`src/rtl/hilo_if.sv`:
```
// hilo_if: CPU-side MULT/DIV request and HI/LO result bus of hilo_sequencer.
interface hilo_if;
    logic        start;
    logic        op;
    logic        is_signed;
    logic [31:0] src_a;
    logic [31:0] src_b;
    logic        busy;
    logic        done;
    logic        div_zero;
    logic [31:0] hi;
    logic [31:0] lo;
    modport master (
        output start, op, is_signed, src_a, src_b,
        input  busy, done, div_zero, hi, lo
    );
    modport slave (
        input  start, op, is_signed, src_a, src_b,
        output busy, done, div_zero, hi, lo
    );
endinterface

```
`src/rtl/hilo_sequencer.sv`:
```
// hilo_sequencer: issues MULT/DIV to the multicycle units, stalls the CPU and captures HI/LO.
// Define MULDIV_SIGNED_EN for signed ops (magnitudes to the units, sign fix at capture).
module hilo_sequencer #(
    parameter int DIV_CYCLES  = 32,
    parameter int MULT_CYCLES = 32,
    parameter int CNT_W       = 6
) (
    input  logic        clk,
    input  logic        reset,
    hilo_if.slave       bus,
    output logic [31:0] unit_a,
    output logic [31:0] unit_b,
    output logic        div_init,
    output logic        mult_init,
    input  logic [31:0] div_hi,
    input  logic [31:0] div_lo,
    input  logic [31:0] mult_hi,
    input  logic [31:0] mult_lo
);
    typedef enum logic [2:0] {IDLE, INIT, RUN, CAPTURE, DONE} state_t;
    state_t           state;
    logic [CNT_W-1:0] cnt;
    logic [CNT_W-1:0] last;
    logic             op_r;
    logic             accept;
    logic             reject;
    logic [31:0]      mag_a;
    logic [31:0]      mag_b;
    logic [31:0]      cap_hi;
    logic [31:0]      cap_lo;
    logic [63:0]      raw;
    assign accept = (state == IDLE || state == DONE) && bus.start;
    assign reject = bus.op && bus.src_b == 32'd0;
    assign last   = op_r ? CNT_W'(DIV_CYCLES - 1) : CNT_W'(MULT_CYCLES - 1);
    assign raw    = op_r ? {div_hi, div_lo} : {mult_hi, mult_lo};
`ifdef MULDIV_SIGNED_EN
    logic        neg_a;
    logic        neg_b;
    logic        sa_r;
    logic        sb_r;
    logic [63:0] prod;
    assign neg_a  = bus.is_signed && bus.src_a[31];
    assign neg_b  = bus.is_signed && bus.src_b[31];
    assign mag_a  = neg_a ? -bus.src_a : bus.src_a;
    assign mag_b  = neg_b ? -bus.src_b : bus.src_b;
    assign prod   = (sa_r ^ sb_r) ? -raw : raw;
    // remainder follows the dividend, quotient follows the sign product
    assign cap_hi = op_r ? (sa_r ? -div_hi : div_hi) : prod[63:32];
    assign cap_lo = op_r ? ((sa_r ^ sb_r) ? -div_lo : div_lo) : prod[31:0];
    always_ff @(posedge clk or posedge reset)
        if (reset)
            {sa_r, sb_r} <= 2'b00;
        else if (accept && !reject)
            {sa_r, sb_r} <= {neg_a, neg_b};
`else
    assign mag_a            = bus.src_a;
    assign mag_b            = bus.src_b;
    assign {cap_hi, cap_lo} = raw;
`endif
    always_ff @(posedge clk or posedge reset) begin
        if (reset) begin
            state        <= IDLE;
            cnt          <= '0;
            op_r         <= 1'b0;
            unit_a       <= 32'd0;
            unit_b       <= 32'd0;
            div_init     <= 1'b0;
            mult_init    <= 1'b0;
            bus.busy     <= 1'b0;
            bus.done     <= 1'b0;
            bus.div_zero <= 1'b0;
            bus.hi       <= 32'd0;
            bus.lo       <= 32'd0;
        end else begin
            div_init     <= 1'b0;
            mult_init    <= 1'b0;
            bus.done     <= 1'b0;
            bus.div_zero <= 1'b0;
            case (state)
                IDLE, DONE: begin
                    state <= IDLE;
                    if (accept && reject)
                        bus.div_zero <= 1'b1;
                    else if (accept) begin
                        state     <= INIT;
                        op_r      <= bus.op;
                        unit_a    <= mag_a;
                        unit_b    <= mag_b;
                        div_init  <= bus.op;
                        mult_init <= !bus.op;
                        bus.busy  <= 1'b1;
                    end
                end
                INIT: begin
                    cnt   <= '0;
                    state <= RUN;
                end
                RUN: begin
                    cnt <= cnt + 1'b1;
                    if (cnt == last)
                        state <= CAPTURE;
                end
                CAPTURE: begin
                    bus.hi   <= cap_hi;
                    bus.lo   <= cap_lo;
                    bus.busy <= 1'b0;
                    bus.done <= 1'b1;
                    state    <= DONE;
                end
                default: state <= IDLE;
            endcase
        end
    end
endmodule

```
`src/flat_wrapper.sv`:
```
// flat-port wrapper written by rule: the top's interface ports become plain ports
module hilo_sequencer_flat 
#(
    parameter int DIV_CYCLES  = 32,
    parameter int MULT_CYCLES = 32,
    parameter int CNT_W       = 6
)
  (clk, reset, unit_a, unit_b, div_init, mult_init, div_hi, div_lo, mult_hi, mult_lo, bus_start, bus_op, bus_is_signed, bus_src_a, bus_src_b, bus_busy, bus_done, bus_div_zero, bus_hi, bus_lo);
  hilo_if bus_i ();
  input  logic clk;
  input  logic reset;
  output logic [31:0] unit_a;
  output logic [31:0] unit_b;
  output logic div_init;
  output logic mult_init;
  input  logic [31:0] div_hi;
  input  logic [31:0] div_lo;
  input  logic [31:0] mult_hi;
  input  logic [31:0] mult_lo;
  input wire logic [$bits(bus_i.start)-1:0] bus_start;
  input wire logic [$bits(bus_i.op)-1:0] bus_op;
  input wire logic [$bits(bus_i.is_signed)-1:0] bus_is_signed;
  input wire logic [$bits(bus_i.src_a)-1:0] bus_src_a;
  input wire logic [$bits(bus_i.src_b)-1:0] bus_src_b;
  output wire logic [$bits(bus_i.busy)-1:0] bus_busy;
  output wire logic [$bits(bus_i.done)-1:0] bus_done;
  output wire logic [$bits(bus_i.div_zero)-1:0] bus_div_zero;
  output wire logic [$bits(bus_i.hi)-1:0] bus_hi;
  output wire logic [$bits(bus_i.lo)-1:0] bus_lo;
  assign bus_i.start = bus_start;
  assign bus_i.op = bus_op;
  assign bus_i.is_signed = bus_is_signed;
  assign bus_i.src_a = bus_src_a;
  assign bus_i.src_b = bus_src_b;
  assign bus_busy = bus_i.busy;
  assign bus_done = bus_i.done;
  assign bus_div_zero = bus_i.div_zero;
  assign bus_hi = bus_i.hi;
  assign bus_lo = bus_i.lo;
  hilo_sequencer #(.DIV_CYCLES(DIV_CYCLES), .MULT_CYCLES(MULT_CYCLES), .CNT_W(CNT_W)) u_core (.clk(clk), .reset(reset), .bus(bus_i), .unit_a(unit_a), .unit_b(unit_b), .div_init(div_init), .mult_init(mult_init), .div_hi(div_hi), .div_lo(div_lo), .mult_hi(mult_hi), .mult_lo(mult_lo));
endmodule
```
`config.mk`:
```
export PLATFORM = sky130hd
export DESIGN_NAME = hilo_sequencer_flat
export DESIGN_NICKNAME = d
export VERILOG_FILES = /design/src/rtl/hilo_if.sv /design/src/rtl/hilo_sequencer.sv /design/src/flat_wrapper.sv
export SDC_FILE = /design/constraint.sdc
export NUM_CORES = 1
export LEC_CHECK = 0
export CORE_UTILIZATION = 39
export CTS_CLUSTER_DIAMETER = 30
export DETAILED_ROUTE_END_ITERATION = 7
export GPL_ROUTABILITY_DRIVEN = 0
export PLACE_DENSITY = 0.79
export SLEW_MARGIN = 20
export SYNTH_ARGS = -nofsm -noshare
export SYNTH_HDL_FRONTEND = slang
export SYNTH_SLANG_ARGS = --single-unit
```
`constraint.sdc`:
```
create_clock -name clk -period 7.05 [get_ports clk]
set_clock_uncertainty 0.15 [all_clocks]
set_input_delay 1.41 -clock clk [delete_from_list [all_inputs] [get_ports clk]]
set_output_delay 1.41 -clock clk [all_outputs]
set_load 0.02 [all_outputs]
```
* After elaboration in Yosys (flattened, before gate mapping) *
Index checks and enable logic that the tools add are counted.

operators by class
  add/subtract/negate cells = 1
  bitwise gates (word level) = 1
  equality and inequality tests = 8
  reductions and logical operators = 12
  muxes and demuxes = 18

operators by type and width
  operator             count
  $mux 64              1
  $logic_not 32->1     1
  $mux 1               12
  $pmux 3 s4           1
  $pmux 6 s2           1
  $add 6x1->6 const B  1
  $eq 3x2->1 const B   2
  $eq 6x5->1 const B   1
  $mux 3               2
  $reduce_and 3->1     2
  $ne 2x1->1 const B   2
  $reduce_bool 2->1    2
  $eq 3x1->1 const B   1
  $eq 3x3->1 const B   1
  $logic_and 1x1->1    3
  $logic_not 3->1      1
  $ne 2x2->1 const B   1
  $pmux 1 s2           1
  $reduce_or 2->1      1
  $logic_not 1->1      1
  $logic_or 1x1->1     1
  $not 1->1            1

storage, ports and cells
  output and inout port bits = 133
  flip-flop bits (word level) = 143
  word-level logic and storage cells = 52
  input port bits = 197

* Logic depth before layout (Yosys ltp) *
  depth in word-level cells = 6
  depth in mapped cells = 7
  depth with buffers taken out = 5

* Worst setup path after synthesis *
Ideal clock, no wire load.

  path kind = input to register
  start point = input port bus_src_b[26]
  end point = register u_core.unit_a[0]
  setup time = 0.125 ns
  stages on the path = 7
  arrival = 2.654 ns
  slack = 4.121 ns
  data required time = 6.775 ns
  buffers on the path = 2
  cell sequence = nor4_1 -> nand3b_1 -> nor3_2 -> nor2_1 -> buf_6 -> buf_6 -> mux2_4

between the ends
  longest elaborated chain between the ends = 5

ends and longest elaborated chain
  element                     line                  RTL
  from (decl)                 flat_wrapper.sv:24    input wire logic [$bits(bus_i.src_b)-1:0] bus_src_b;
  $logic_not 32->1            hilo_sequencer.sv:33  assign reject = bus.op && bus.src_b == 32'd0;
  $logic_and 1x1->1           hilo_sequencer.sv:33
  $logic_and 1x1->1           hilo_sequencer.sv:82  if (accept && reject)
  $not 1->1 (no line)         -
  $reduce_and 3->1 (no line)  -
  to (signal assigned)        hilo_sequencer.sv:87  unit_a <= mag_a;
  to (decl)                   hilo_sequencer.sv:11  output logic [31:0] unit_a,

Every way passes these cells.
A chain may end at the register's enable or synchronous reset.

* Final worst setup path *
  start point = input port bus_src_b[4]
  end point = register u_core.unit_a[24]

The elaborated chain is that of the path after synthesis.

==> results.yml <==
clock_tree:
  ctsLongestPathBuffers: 2
  clk_pin_slew_worst_paths_ns: 0.06
  cts_tree: "yes"
  cts-htree-levels: 4
  worst_skew_pair.late_latency_ns: 0.41
  cts_resized: 0
  post_cts_setup_buffers: 0
  clock-sinks: 143
  cts-root-buf: "clkbuf_16"
  numCtsBuffers: 17
  ctsHoldBuffers: 0
drt:
  remaining_drc_errors: 0
  drt.antenna.violating_nets: 0
  route.detailed.wl_per_inst_um: 16.4
  firstDrtPassIters: 4
  detail_route.iter0.violations: 168
  vias_per_cell: 4.79
  route.vias.total: 5006
  finalWirelength_um: 17200
pwr:
  power.ir.vdd_worst_mv: 0.298
  cellLeakagePower_nw: 4.44
  power_density_nw_per_um2: 458
layout:
  nets: 1020
  final_common_cell: "clkdlybuf4s50_1"
  synth_to_final_area_change_pct: 66.7
  share_of_layout_cells_above_drive_strength_1: 0.116
  most_frequent_cells_in_the_layout: "clkdlybuf4s50_1, dfrtp_1, o21ai_0, nand2_1, mux2i_1"
  insertedDiodeCount: 0
yosys:
  ys_async_sr_fraction: 1.00
  netlist-cell-type-count: 30
  synth_area_leaders: "dfrtp_1, mux2i_1, mux2_2"
  syn-cell-area_um2: 6110
  mappedNetlistNets: 700
  yosysSeqAreaShare: 0.586
  ys.warnings.count: 0
  synth_top_flop_cell: "dfrtp_1"
  yosys.area.top_type_share: 0.586
  synth_edf_count: 0
  postSynthAreaPerCell_um2: 12.2
  number_of_synthesized_register_bits: 143
  synth_top_cell_by_area: "dfrtp_1"
  postSynthCellCount: 502
timing:
  grt_setup_unrepaired: "no"
  setup_total_negative_slack_ns: 0
  max_freq_ghz: 0.267
  slew_headroom: 0.258
  hold_viol_final: 0
  setup_viol: 0
  timing_max_transition_violations_final: 0
  worstMarginPinSlew_ns: 1.11
  period_minus_slack_ns: 3.74
  post-route-worst-setup-slack_ns: 3.31
  timing.final.crit_share: 0.531
setup_path:
  logic_depth_of_the_worst_register_to_register_path: 5
  worstPathBufferInverterCount: 2
  timing.setup.critical_path_class: "input port to flop"
  critical_path.top_delay_family: "buffers and inverters"
  cpPeakStageDelay_ns: 0.65
  crit_arrival_ns: 3.89
  worstSetupPathDepth: 7
  timing.critical_path.cells: "clkdlybuf4s50_1 > nor4_1 > nand3_1 > nor3_2 > nor2_4 > buf_4 > mux2_2"
  critPathSlowestCell: "buf_4"
  required_ns: 7.19
  worst_setup_path_end_kind: "flop"
  sort_of_element_at_the_start_of_the_critical_path: "input port"
  critical_path_peak_fanout: 41
floorplan:
  rows: 45
  die_area_um2: 16200
  fp.dieW_um: 127
  die-height_um: 127
  num_io_pins: 330
  placeableCoreArea_um2: 15300
  start_util: 0.400
grt:
  pin_count_of_the_biggest_net_entering_global_routing: 132
  first_global_vias: 5301
  grt_pass1_wl_um: 27000
  grt_overflow_total: 0
  grt_use_total: 0.218
  number_of_antenna_violations_at_the_first_check_in_global_routing: 0
job:
  cap_viol_max_count: 0
hold_path:
  holdPathStages: 2
  hp-class: "flop to flop"
place:
  io_buffers: 328
  half_perimeter_wire_length_of_the_detailed_placement_result_um: 13000
  pre_cts_ws_ns: 2.91
status:
  run_status: "finished clean"
-- metrics by stage --
stage          instances  utilization  area, um2  hold slack (ns)  total power, W
2_1_floorplan        502            -       6110            0.295         0.00265
3_3_place_gp        1014        0.626       9550            0.313         0.00367
3_5_place_dp        1014        0.626       9550            0.320         0.00374
4_1_cts             1045        0.667      10200            0.333         0.00471
5_1_grt             1045        0.668      10200            0.354         0.00492
6_report            1045        0.668      10200            0.325         0.00466
-- final cells by class --
class	count	area (um2)
fill	1154	5070
sequential	143	3580
timing repair buffer	330	3300
multi-input combinational	321	2380
clock buffer	19	443
tap	211	264
clock inverter	12	184
inverter	9	38.8
-- synthesized netlist by cell type (2+ instances only) --
cell / instances
and2_1: 2
buf_1: 5
buf_2: 4
buf_6: 4
clkbuf_1: 16
dfrtp_1: 143
inv_1: 9
mux2_2: 37
mux2_4: 23
mux2i_1: 64
nand2_1: 76
nand2b_1: 2
nand3_1: 3
nand4_1: 2
nor2_1: 6
nor2b_1: 2
nor3_1: 2
nor4_1: 14
o21ai_0: 76
xor2_1: 2
-- cells by family (layout without fill, tap and decap cells) --
group	count (synthesis)	count (layout)	synth area share
AO/OA/AOI/OAI	82	82	0.0698
multiplexers	124	124	0.230
buffers and inverters	38	370	0.0291
XOR/XNOR	2	2	0.00287
flip-flops	143	143	0.586
adder cells (fa/ha/maj)	1	1	0.00205
AND/OR/NAND/NOR	112	112	0.0809
-- flip-flops by register name, indices dropped and copies added, names as in the netlist, 3 cells and up --
name / count
u_core.bus.hi: 32
u_core.bus.lo: 32
u_core.unit_a: 32
u_core.unit_b: 32
u_core.cnt: 6
u_core.state: 3
-- power breakdown --
part	switching (W)	internal, W
Sequential	0.000313	0.00122
Clock	0.000344	0.000603
Combinational	0.00103	0.00115
Total	0.00169	0.00297
-- worst min-delay path, stage by stage, from the launching register on --
cell and delay (ns):
dfrtp_1 0.34, nand2_1 0.04, o21ai_0 0.06
-- per-layer routing --
metal,part of all wire,up-vias,global-route usage
met5,0,-,0
met3,0.055,25,0.0578
met2,0.55,185,0.406
met1,0.37,2398,0.235
li1,-,2398,-
met4,0.023,0,0.0854
-- worst paths after layout --
check	from	to	slack, ns
max	bus_src_b[4]	u_core.unit_a[24]	3.31
min	u_core.bus.hi[7]	u_core.bus.hi[7]	0.33
max reg2reg	u_core.state[0]	u_core.unit_a[24]	4.29
min reg2reg	u_core.bus.hi[7]	u_core.bus.hi[7]	0.33
max in group asynchronous	reset	u_core.bus.hi[17]	4.06
min in group asynchronous	reset	u_core.unit_b[16]	1.34
Note: power is estimated with default switching activity, not from simulation.
